File: config.mk
export PLATFORM = sky130hd
export DESIGN_NAME = nv_nvdla_cdp_dp_rdma_ingress
export DESIGN_NICKNAME = d
export VERILOG_FILES = /design/src/rtl/nv_nvdla_cdp_dp_rdma_ingress.sv
export SDC_FILE = /design/constraint.sdc
export NUM_CORES = 1
export LEC_CHECK = 0
export CORE_ASPECT_RATIO = 0.8
export CORE_MARGIN = 3
export CORE_UTILIZATION = 50
export CTS_BUF_LIST = sky130_fd_sc_hd__clkbuf_8
export CTS_CLUSTER_DIAMETER = 80
export DETAILED_ROUTE_END_ITERATION = 12
export GPL_TIMING_DRIVEN = 0
export HOLD_SLACK_MARGIN = 0.05
export MAX_ROUTING_LAYER = met4
export PLACE_DENSITY_LB_ADDON = 0.2
export SLEW_MARGIN = 15
export SYNTH_ARGS = -nofsm -noshare
export SYNTH_HDL_FRONTEND = slang
export SYNTH_SLANG_ARGS = --single-unit
File: constraint.sdc
create_clock -name nvdla_core_clk -period 14.7 [get_ports nvdla_core_clk]
set_input_delay 3.675 -clock nvdla_core_clk [delete_from_list [all_inputs] [get_ports nvdla_core_clk]]
set_output_delay 3.675 -clock nvdla_core_clk [all_outputs]
set_load 0.05 [all_outputs]
File: src/rtl/nv_nvdla_cdp_dp_rdma_ingress.sv
// CDP RDMA ingress: accepts read-DMA beats for one layer, tags each beat with
// line/surface/layer end flags from the latched cube geometry, and buffers
// them in a 2-entry FIFO toward the CDP datapath.
//
// state | meaning
// IDLE  | waiting for reg2dp_op_en; input not ready
// RUN   | accepting beats and advancing the w/h/s position counters
// DRAIN | layer_end beat accepted; waiting for the FIFO to empty
module nv_nvdla_cdp_dp_rdma_ingress #(
    parameter int DATA_W = 64
) (
    input  logic              nvdla_core_clk,
    input  logic              nvdla_core_rst,
    input  logic              reg2dp_op_en,
    input  logic [12:0]       reg2dp_width,
    input  logic [12:0]       reg2dp_height,
    input  logic [12:0]       reg2dp_channel,
    input  logic              cdp_rdma2dp_valid,
    output logic              cdp_rdma2dp_ready,
    input  logic [86:0]       cdp_rdma2dp_pd,
    output logic              dp_in_valid,
    input  logic              dp_in_ready,
    output logic [DATA_W+2:0] dp_in_pd,
    output logic              dp2reg_done,
    output logic              dp2reg_err
);

    localparam logic [1:0] ST_IDLE  = 2'd0;
    localparam logic [1:0] ST_RUN   = 2'd1;
    localparam logic [1:0] ST_DRAIN = 2'd2;

    logic [1:0]        state_q, state_d;
    logic [12:0]       width_q, width_d;
    logic [12:0]       height_q, height_d;
    logic [9:0]        surf_q, surf_d;
    logic [12:0]       w_cnt_q, w_cnt_d;
    logic [12:0]       h_cnt_q, h_cnt_d;
    logic [9:0]        s_cnt_q, s_cnt_d;
    logic [1:0]        cnt_q, cnt_d;
    logic              wr_ptr_q, wr_ptr_d;
    logic              rd_ptr_q, rd_ptr_d;
    logic [DATA_W+2:0] mem_q [2];
    logic [DATA_W+2:0] mem_d [2];
    logic              err_q, err_d;

    logic start;
    logic push;
    logic pop;
    logic line_end;
    logic surf_end;
    logic layer_end;
    logic unused_inputs;

    // Upper payload bits and the sub-surface channel bits carry no meaning here.
    assign unused_inputs = ^{cdp_rdma2dp_pd[86:DATA_W], reg2dp_channel[2:0]};

    // FSM state register.
    always_ff @(posedge nvdla_core_clk or posedge nvdla_core_rst) begin
        if (nvdla_core_rst) begin
            state_q <= ST_IDLE;
        end else begin
            state_q <= state_d;
        end
    end

    // FSM next-state logic; op_en is only sampled in IDLE.
    always_comb begin
        state_d = state_q;
        case (state_q)
            ST_IDLE:  if (reg2dp_op_en) state_d = ST_RUN;
            ST_RUN:   if (push && layer_end) state_d = ST_DRAIN;
            ST_DRAIN: if (cnt_q == 2'd0) state_d = ST_IDLE;
            default:  state_d = ST_IDLE;
        endcase
    end

    // FSM outputs; input ready looks only at registered occupancy.
    always_comb begin
        start             = (state_q == ST_IDLE) && reg2dp_op_en;
        cdp_rdma2dp_ready = (state_q == ST_RUN) && (cnt_q != 2'd2);
        dp2reg_done       = (state_q == ST_DRAIN) && (cnt_q == 2'd0);
    end

    assign push        = cdp_rdma2dp_valid && cdp_rdma2dp_ready;
    assign dp_in_valid = (cnt_q != 2'd0);
    assign dp_in_pd    = mem_q[rd_ptr_q];
    assign pop         = dp_in_valid && dp_in_ready;
    assign dp2reg_err  = err_q;

    // Position flags for the beat being accepted, from shadow geometry only.
    always_comb begin
        line_end  = (w_cnt_q == width_q);
        surf_end  = line_end && (h_cnt_q == height_q);
        layer_end = surf_end && (s_cnt_q == surf_q);
    end

    // Shadow geometry, position counters and protocol-error flag.
    always_comb begin
        width_d  = width_q;
        height_d = height_q;
        surf_d   = surf_q;
        w_cnt_d  = w_cnt_q;
        h_cnt_d  = h_cnt_q;
        s_cnt_d  = s_cnt_q;
        err_d    = err_q;
        if (start) begin
            width_d  = reg2dp_width;
            height_d = reg2dp_height;
            surf_d   = reg2dp_channel[12:3];
            w_cnt_d  = '0;
            h_cnt_d  = '0;
            s_cnt_d  = '0;
            err_d    = 1'b0;
        end else begin
            if (cdp_rdma2dp_valid && (state_q != ST_RUN)) begin
                err_d = 1'b1;
            end
            if (push) begin
                if (layer_end) begin
                    w_cnt_d = '0;
                    h_cnt_d = '0;
                    s_cnt_d = '0;
                end else if (surf_end) begin
                    w_cnt_d = '0;
                    h_cnt_d = '0;
                    s_cnt_d = s_cnt_q + 10'd1;
                end else if (line_end) begin
                    w_cnt_d = '0;
                    h_cnt_d = h_cnt_q + 13'd1;
                end else begin
                    w_cnt_d = w_cnt_q + 13'd1;
                end
            end
        end
    end

    // Two-entry FIFO bookkeeping; the beat is stored together with its flags.
    always_comb begin
        mem_d    = mem_q;
        wr_ptr_d = wr_ptr_q;
        rd_ptr_d = rd_ptr_q;
        cnt_d    = cnt_q;
        if (push) begin
            mem_d[wr_ptr_q] = {layer_end, surf_end, line_end, cdp_rdma2dp_pd[DATA_W-1:0]};
            wr_ptr_d        = ~wr_ptr_q;
        end
        if (pop) begin
            rd_ptr_d = ~rd_ptr_q;
        end
        case ({push, pop})
            2'b10:   cnt_d = cnt_q + 2'd1;
            2'b01:   cnt_d = cnt_q - 2'd1;
            default: cnt_d = cnt_q;
        endcase
    end

    // Datapath registers.
    always_ff @(posedge nvdla_core_clk or posedge nvdla_core_rst) begin
        if (nvdla_core_rst) begin
            width_q  <= '0;
            height_q <= '0;
            surf_q   <= '0;
            w_cnt_q  <= '0;
            h_cnt_q  <= '0;
            s_cnt_q  <= '0;
            err_q    <= 1'b0;
            cnt_q    <= '0;
            wr_ptr_q <= 1'b0;
            rd_ptr_q <= 1'b0;
            mem_q[0] <= '0;
            mem_q[1] <= '0;
        end else begin
            width_q  <= width_d;
            height_q <= height_d;
            surf_q   <= surf_d;
            w_cnt_q  <= w_cnt_d;
            h_cnt_q  <= h_cnt_d;
            s_cnt_q  <= s_cnt_d;
            err_q    <= err_d;
            cnt_q    <= cnt_d;
            wr_ptr_q <= wr_ptr_d;
            rd_ptr_q <= rd_ptr_d;
            mem_q[0] <= mem_d[0];
            mem_q[1] <= mem_d[1];
        end
    end

endmodule
== Yosys cells after proc, flatten, opt, wreduce, memory -nomap -nowiden ==
Index checks and enable logic that the tools add are counted.

* Logic and storage cells: 85
* Flip-flop bits (word level): 213
* Output and inout bits: 71
* Input bits: 131

* Magnitude comparators: 3
* Bitwise operators: 4
* Mux-type cells: 27
* Reduce and logical (&&, ||, !) cells: 21
* Eq/ne operators: 12
* Add/subtract/negate cells: 5

{| class="wikitable"
|+ Operators by type and width
! cell !! count
|-
| 2-to-1 mux 67 bit || 4
|-
| bitwise mux 134 bit || 1
|-
| 2-to-1 mux 13 bit || 10
|-
| demux 67 bit (select 1 bit) || 1
|-
| 2-to-1 mux 10 bit || 4
|-
| adder 13 x 1 -> 13 bit, second input constant || 2
|-
| == test 13 bit || 2
|-
| adder 10 x 1 -> 10 bit, second input constant || 1
|-
| == test 10 bit || 1
|-
| logical AND 1 bit || 10
|-
| nonzero test 2 bit || 4
|-
| 2-to-1 mux 2 bit || 3
|-
| != test 2 bit, second input constant || 3
|-
| one-hot mux 2 bit (3 select lines) || 1
|-
| == test 2 x 1 -> 1 bit, second input constant || 2
|-
| == test 2 bit, second input constant || 2
|-
| >= comparator 2 bit, second input constant || 2
|-
| zero test 2 bit || 2
|-
| != test 2 x 1 -> 1 bit, second input constant || 2
|-
| inverter 1 -> 2 bit || 2
|-
| one-hot mux 2 bit (2 select lines) || 1
|-
| AND reduction 2 bit || 2
|-
| nonzero test 4 bit || 1
|-
| AND reduction 3 bit || 1
|-
| other kinds (6) || 8
|}

== Depth between registers and ports, before layout ==
Gate-level depths: netlist (run 1).

* Depth in word-level cells: 6
* Mapped depth: 9
* Gate-level depth less buffers: 7

== Worst setup path after synthesis (run 1) ==
Ideal clock, no wire load.

* Path kind: register to output
* Start point: register rd_ptr_q
* End point: output port dp_in_pd[66]
* Slack: 8.933 ns
* Buffers on the path: 3
* Arrival: 2.092 ns
* Cell stages (with the launch flop): 5
* Required time: 11.025 ns
* Cell sequence: dfrtp_1 > clkbuf_1 > clkbuf_1 > buf_1 > o21ai_0

* Cells in the longest elaborated chain, start to end: 4

{| class="wikitable"
|+ Ends and longest elaborated chain
! element !! RTL line !! RTL
|-
| start: declaration || 41 || <nowiki>logic rd_ptr_q, rd_ptr_d;</nowiki>
|-
| start signal: assignment || 182 || <nowiki>rd_ptr_q <= rd_ptr_d;</nowiki>
|-
| inverter 1 -> 2 bit (implied by the code) || 86 || <nowiki>assign dp_in_pd = mem_q[rd_ptr_q];</nowiki>
|-
| 2-to-1 mux 67 bit (implied by the code) (3 in series) || 86 ||
|-
| end: declaration || 23 || <nowiki>output logic [DATA_W+2:0] dp_in_pd,</nowiki>
|}

Every way passes these cells. The select of a mux whose other input is x is not followed.

== Worst setup path in the final report (run 1) ==
* Start point: register rd_ptr_q
* End point: output port dp_in_pd[60]

The elaborated chain is that of the path after synthesis.

==> results of run 1 <==
-- layout make-up --
class,count,area [µm²],share of cell area [%]
buffer,33,146,1.18
clock buffer,39,537,4.31
clock inverter,18,76.3,0.613
inverter,5,26.3,0.211
multi-input combinational,482,4210,33.8
sequential,213,5330,42.8
tap,253,317,2.54
timing repair buffer,177,1810,14.5
-- flip-flops by register name (all words and copies together) (netlist names) --
| name | flops |
|---|---|
| mem_q | 134 |
| h_cnt_q | 13 |
| height_q | 13 |
| w_cnt_q | 13 |
| width_q | 13 |
| s_cnt_q | 10 |
| surf_q | 10 |
| cnt_q | 2 |
| state_q | 2 |
| dp2reg_err | 1 |
| rd_ptr_q | 1 |
| wr_ptr_q | 1 |
-- stage by stage --
stage                     total power (W)  cell area [µm²]
after detailed placement          0.00245            11800
final                             0.00290            12400
after floorplan                   0.00201             9700
after CTS                         0.00293            12400
after global placement            0.00242            11800
after global routing              0.00306            12400
-- worst max path at each step --
stage	startpoint	endpoint	cells after the start	slack (ps)
2_1_floorplan	nvdla_core_rst	cnt_q[0]	1	5200
3_3_place_gp	nvdla_core_rst	height_q[10]	2	2340
3_5_place_dp	rd_ptr_q	dp_in_pd[61]	5	8250
4_1_cts	rd_ptr_q	dp_in_pd[64]	5	7670
5_1_grt	rd_ptr_q	dp_in_pd[64]	5	7510
6_report	rd_ptr_q	dp_in_pd[60]	5	7750
-- report_power, final --
group / internal (W) / switching, W
combinational: 0.000643 / 0.000838
clock: 0.000241 / 0.000224
sequential: 0.000822 / 0.000132
total: 0.00171 / 0.00119
-- placed cells by master, fill, tap and decap left out, types with 9 or more instances in the layout --
master,count
inv_1,17
dfrtp_1,213
and3_1,10
clkbuf_1,14
mux2_2,235
xnor2_1,21
clkdlybuf4s50_1,175
buf_2,9
a21oi_1,11
nor2_1,33
nand2_1,38
nand4_1,14
clkbuf_8,39
xor2_1,33
o21ai_0,10
nand3_1,22
-- logic make-up after synthesis --
logic type | count (synthesis) | synth area share [%]
AOI/OAI and AO/OA | 39 | 2.54
xor gates and xnor gates | 54 | 4.87
adders and majority gates | 4 | 0.516
buffers and inverters | 38 | 1.70
DFF | 213 | 54.9
muxes | 239 | 27.7
and+or+nand+nor | 146 | 7.74
-- layer usage --
metal	vias to the layer above	wire, µm	global-route usage [%]
li1	3048	-	-
met1	3187	10400	30.3
met2	180	9460	30.7
met3	27	1480	5.89
met5	-	0	-
met4	0	301	5.32
==> impl_metrics.csv, run 1 <==
group,metric,value,unit
global_routing,grt_pass1_wl,35100,µm
final_layout,final_util,66.9,%
routing,dr.pass1.iters,4,
placement,dp_hpwl,15400,µm
synth,ys_seq_elements,213,
routing,wl_per_cell,17.7,µm
global_routing,grt_overflow,0,
floorplan,die_w,162,µm
clock_tree,clk_pin_slew,60,ps
clock_tree,cts_made_buffers,35,
power_and_ir_drop,power.density_cell_area,233,nW/µm²
global_routing,first_global_vias,6800,
setup_path,crit_type,"reg2out",
final_layout,fin_cells,1220,
setup_path,worst_setup_path_start_kind,"register",
routing,initialDrtViolationCount,416,
setup_path,r2r_start,"state_q[1]",
placement,io_buffer_count,175,
timing,worstMarginPinSlew,903,ps
routing,wirelength,21600,µm
clock_tree,cts_buffer_depth,3,
setup_path,rr_worst_depth,8,
synth,synthArstFlopShare,100,%
hold_path,min_path_cells,1,
final_layout,area_delta_synth_final,28.3,%
synth,synth_edf_count,0,
setup_path,arrival,3270,ps
synth,synth.most_common_cell,"mux2_2",
synth,yosysTopAreaCellShare,54.9,%
placement,place_inst,1163,
synth,synth.distinct_cells,40,
synth,synth_warnings,0,
clock_tree,insertion_delay,500,ps
synth,syn_area,9700,µm²
run,maxCapViolations,0,
timing,min_period,6950,ps
synth,synth_top_flop_cell,"dfrtp_1",
timing,finalMaxSlewViolations,0,
global_routing,grt_use_total,21.4,%
setup_path,required,11020,ps
hold_path,min_from,"wr_ptr_q",
clock_tree,cts.sinks,213,
floorplan,start_util,52.1,%
global_routing,grt_max_degree,80,
timing,setup_viol,0,
power_and_ir_drop,ir_worst_vdd,0.170,mV
power_and_ir_drop,leakage,5.27,nW
synth,seq_area_frac_synth,54.9,%
clock_tree,hold_buffers,0,
hold_path,hold_end,"wr_ptr_q",
floorplan,die_h,131,µm
placement,place_congestion,0.864,
timing,clock.fmax,144,MHz
setup_path,slowest_stage,"clkdlybuf4s50_1",
timing,rsz0062_at_grt,"no",
synth,ys_top_cells_by_area,"dfrtp_1 (55%), mux2_2 (27%), xor2_1 (3.0%)",
global_routing,grt_antenna_before_repair,0,
timing,tns,0,ps
clock_tree,cts_resized,0,
setup_path,critPathTopFamily,"buffers and inverters",
setup_path,cp_slowest_stage_delay,740,ps
final_layout,fillCellCount,1482,
synth,yosysTopAreaCell,"dfrtp_1",
synth,avgSynthCellArea,13.2,µm²
timing,final_hold_viol_count,0,
floorplan,core,18600,µm²
final_layout,diodes,0,
hold_path,hp-class,"reg2reg",
routing,post_drt_via_cell_ratio,5.28,
synth,syn_nets,868,
setup_path,crit_top_cell,"clkbuf_1",
synth,synthesis.instances,733,
routing,ant_nets,0,
setup_path,crit_path_end_kind,"primary output",
clock_tree,cts_htree_levels,2,
timing,maxSlewHeadroom,39.3,%
placement,pre_cts_slack,8250,ps
floorplan,boundaryPins,202,
floorplan,die-area,21100,µm²
setup_path,cp_num_buf_inv,4,
run_status,outcome,"finished clean",
floorplan,fp-row-count,44,
timing,fin_hold_ws,495,ps
setup_path,regToRegEndpoint,"mem_q[70]",
timing,post-route-period-util,47.3,%
clock_tree,post_cts_buffers,0,
clock_tree,cts-root-buf,"clkbuf_8",
setup_path,ff2ff_setup_slack,11950,ps
final_layout,num-nets-final,1082,
clock_tree,cts_tree,"done",
routing,drc,0,
synth,netlist_top_cells_count,"mux2_2 (235), dfrtp_1 (213), nand2_1 (38), nor2_1 (33), xor2_1 (33)",
timing,fin_ws,7750,ps
final_layout,drive_gt1_share,31.2,%
setup_path,cp_max_fo,10,
timing,finClkSkew,12.4,ps
setup_path,crit_chain,"clkbuf_1 > clkbuf_1 > buf_1 > mux2_2 > clkdlybuf4s50_1",
routing,vias,6442,
Note: power is estimated with default switching activity, not from simulation.
==> inputs of run 2 (changes only) <==
CORE_UTILIZATION = 48   (was 50)
clock period = 6.3 ns   (was 14.7 ns; I/O delays follow)
==> run 2 against run 1 <==
Hold slack got worse by 17 ps. Via count rose by 1.5%. Die area rose by 4.0%. Global-route usage fell by 0.97 points. Sequential share of layout area fell by 0.57 points. Cell area rose by 1.3%. Count of clock-buffer cells in the layout rose by 8. Sequential power rose by 130%. Combinational power rose by 130%. Final cell count rose by 1.1%. Clock power rose to 2.6 times the previous value. First-iteration DRC count fell by 18%. Critical endpoint is now dp_in_pd[61]. Largest power group unchanged.
==> impl_metrics.csv, run 2 (synthesis results as in run 1) <==
group,metric,value,unit
placement,place_congestion,0.856,
setup_path,arrival,3290,ps
final_layout,area_delta_synth_final,30.0,%
setup_path,crit_path_end_kind,"primary output",
floorplan,die_h,133,µm
routing,vias,6538,
global_routing,grt_overflow,0,
power_and_ir_drop,intPower,0.00409,W
routing,drc,0,
clock_tree,cts_buffer_depth,3,
setup_path,worst_setup_path_start_kind,"register",
final_layout,num-nets-final,1087,
floorplan,die_w,165,µm
power_and_ir_drop,p_sw,0.00279,W
setup_path,crit_chain,"clkbuf_1 > clkbuf_1 > buf_1 > mux2_2 > clkdlybuf4s50_1",
clock_tree,insertion_delay,520,ps
timing,maxSlewHeadroom,42.8,%
routing,wl_per_cell,17.5,µm
power_and_ir_drop,ir_worst_vdd,0.402,mV
final_layout,diodes,0,
setup_path,crit_top_cell,"clkbuf_1",
timing,post-route-period-util,77.2,%
floorplan,die-area,22000,µm²
final_layout,regArea,5330,µm²
global_routing,grt_max_degree,37,
setup_path,cp_max_fo,10,
clock_tree,cts_resized,0,
final_layout,fin_cells,1234,
final_layout,final_util,64.9,%
global_routing,first_global_vias,6798,
hold_path,hp-class,"reg2reg",
run,maxCapViolations,0,
final_layout,multi_input_area,4210,µm²
placement,io_buffer_count,175,
clock_tree,cts.sinks,213,
floorplan,boundaryPins,202,
clock_tree,cts-root-buf,"clkbuf_8",
final_layout,layout_common_cells,"mux2_2 (235), dfrtp_1 (213), clkdlybuf4s50_1 (175)",
floorplan,fp-row-count,45,
clock_tree,cts_tree,"done",
clock_tree,post_cts_buffers,0,
setup_path,slowest_stage,"clkdlybuf4s50_1",
routing,post_drt_via_cell_ratio,5.30,
power_and_ir_drop,clkPwrFrac,17.6,%
clock_tree,cts_htree_levels,2,
setup_path,crit_type,"reg2out",
final_layout,regMostFlops,"mem_q",
routing,ant_nets,0,
routing,dr.pass1.iters,5,
placement,dp_hpwl,15500,µm
power_and_ir_drop,leakage,5.33,nW
global_routing,grt_antenna_before_repair,0,
power_and_ir_drop,switching_share,40.6,%
timing,final_hold_viol_count,0,
routing,initialDrtViolationCount,342,
power_and_ir_drop,sequentialPowerShare,32.3,%
clock_tree,clk_pin_slew,60,ps
timing,min_period,4870,ps
timing,finClkSkew,21.3,ps
final_layout,final_common_cell,"mux2_2",
clock_tree,hold_buffers,0,
final_layout,largest_reg_flops,134,
final_layout,drive_gt1_share,32.0,%
timing,setup_viol,0,
timing,finalMaxSlewViolations,0,
final_layout,fillCellCount,1552,
timing,tns,0,ps
setup_path,required,4720,ps
floorplan,start_util,49.9,%
placement,place_inst,1172,
timing,worstMarginPinSlew,850,ps
clock_tree,cts_made_buffers,36,
timing,clock.fmax,206,MHz
global_routing,grt_use_total,20.4,%
routing,wirelength,21600,µm
global_routing,grt_pass1_wl,35200,µm
setup_path,cp_slowest_stage_delay,730,ps
power_and_ir_drop,power.density_cell_area,546,nW/µm²
run_status,outcome,"finished clean",
power_and_ir_drop,comb_power_share,50.2,%
timing,rsz0062_at_grt,"no",
floorplan,core,19400,µm²
## run 2: cell types whose count changed in the layout (fill, tap and decap cells not counted)
cell,delta
inv_1,-1
clkinvlp_4,+2
buf_16,-2
clkinv_2,-3
inv_8,-1
clkbuf_8,+8
buf_12,+6
## run 2: metal layers
| metal | up-vias | GRT usage, % | share of wire (%) |
|---|---|---|---|
| met4 | 0 | 4.29 | 1.5 |
| met2 | 189 | 28.6 | 43 |
| met1 | 3261 | 29.3 | 48 |
| met5 | - | - | 0 |
| li1 | 3052 | - | - |
| met3 | 36 | 6.40 | 7.9 |
## run 2: critical path: cells and delay by family, from the launching register on
kind     cells  cell delay (ps)
mux          1              410
flops        1              310
buf+inv      4             2050
## run 2: path summary, 6_finish.rpt
kind	from	to	slack, ps	depth (start not counted)
worst max register to register	state_q[1]	mem_q[72]	3470	8
min in group asynchronous	nvdla_core_rst	mem_q[32]	1410	2
max in group asynchronous	nvdla_core_rst	width_q[9]	3890	5
worst min register to register	mem_q[66]	mem_q[66]	480	2
worst max-delay path	rd_ptr_q	dp_in_pd[61]	1430	5
worst min-delay path	mem_q[66]	mem_q[66]	480	2
## run 2: through the flow
step / worst slack [ps] / power [W] / area (µm²) / hold slack [ps]
global placement: 237 / 0.00566 / 11800 / 466
CTS: 1350 / 0.00695 / 12600 / 483
global route: 1200 / 0.00725 / 12600 / 508
finish: 1430 / 0.00688 / 12600 / 478
floorplan: 1950 / 0.00468 / 9710 / 450
detailed placement: 1920 / 0.00571 / 11900 / 470
## run 2: power groups by stage
stage	logic (W)	clock network, W	registers [W]
floorplan	0.00253	0	0.00215
global placement	0.00344	0	0.00222
detailed placement	0.00347	0	0.00224
CTS	0.00349	0.00124	0.00222
global route	0.00366	0.00130	0.00229
finish	0.00345	0.00121	0.00222
## run 2: cell type report
class                           instances  area share, %
Sequential cell                       213           42.3
Multi-Input combinational cell        482           33.4
Timing Repair Buffer                  181           14.8
Clock buffer                           47           5.13
Tap cell                              258           2.56
Buffer                                 33           1.16
Clock inverter                         15          0.516
Inverter                                5          0.179
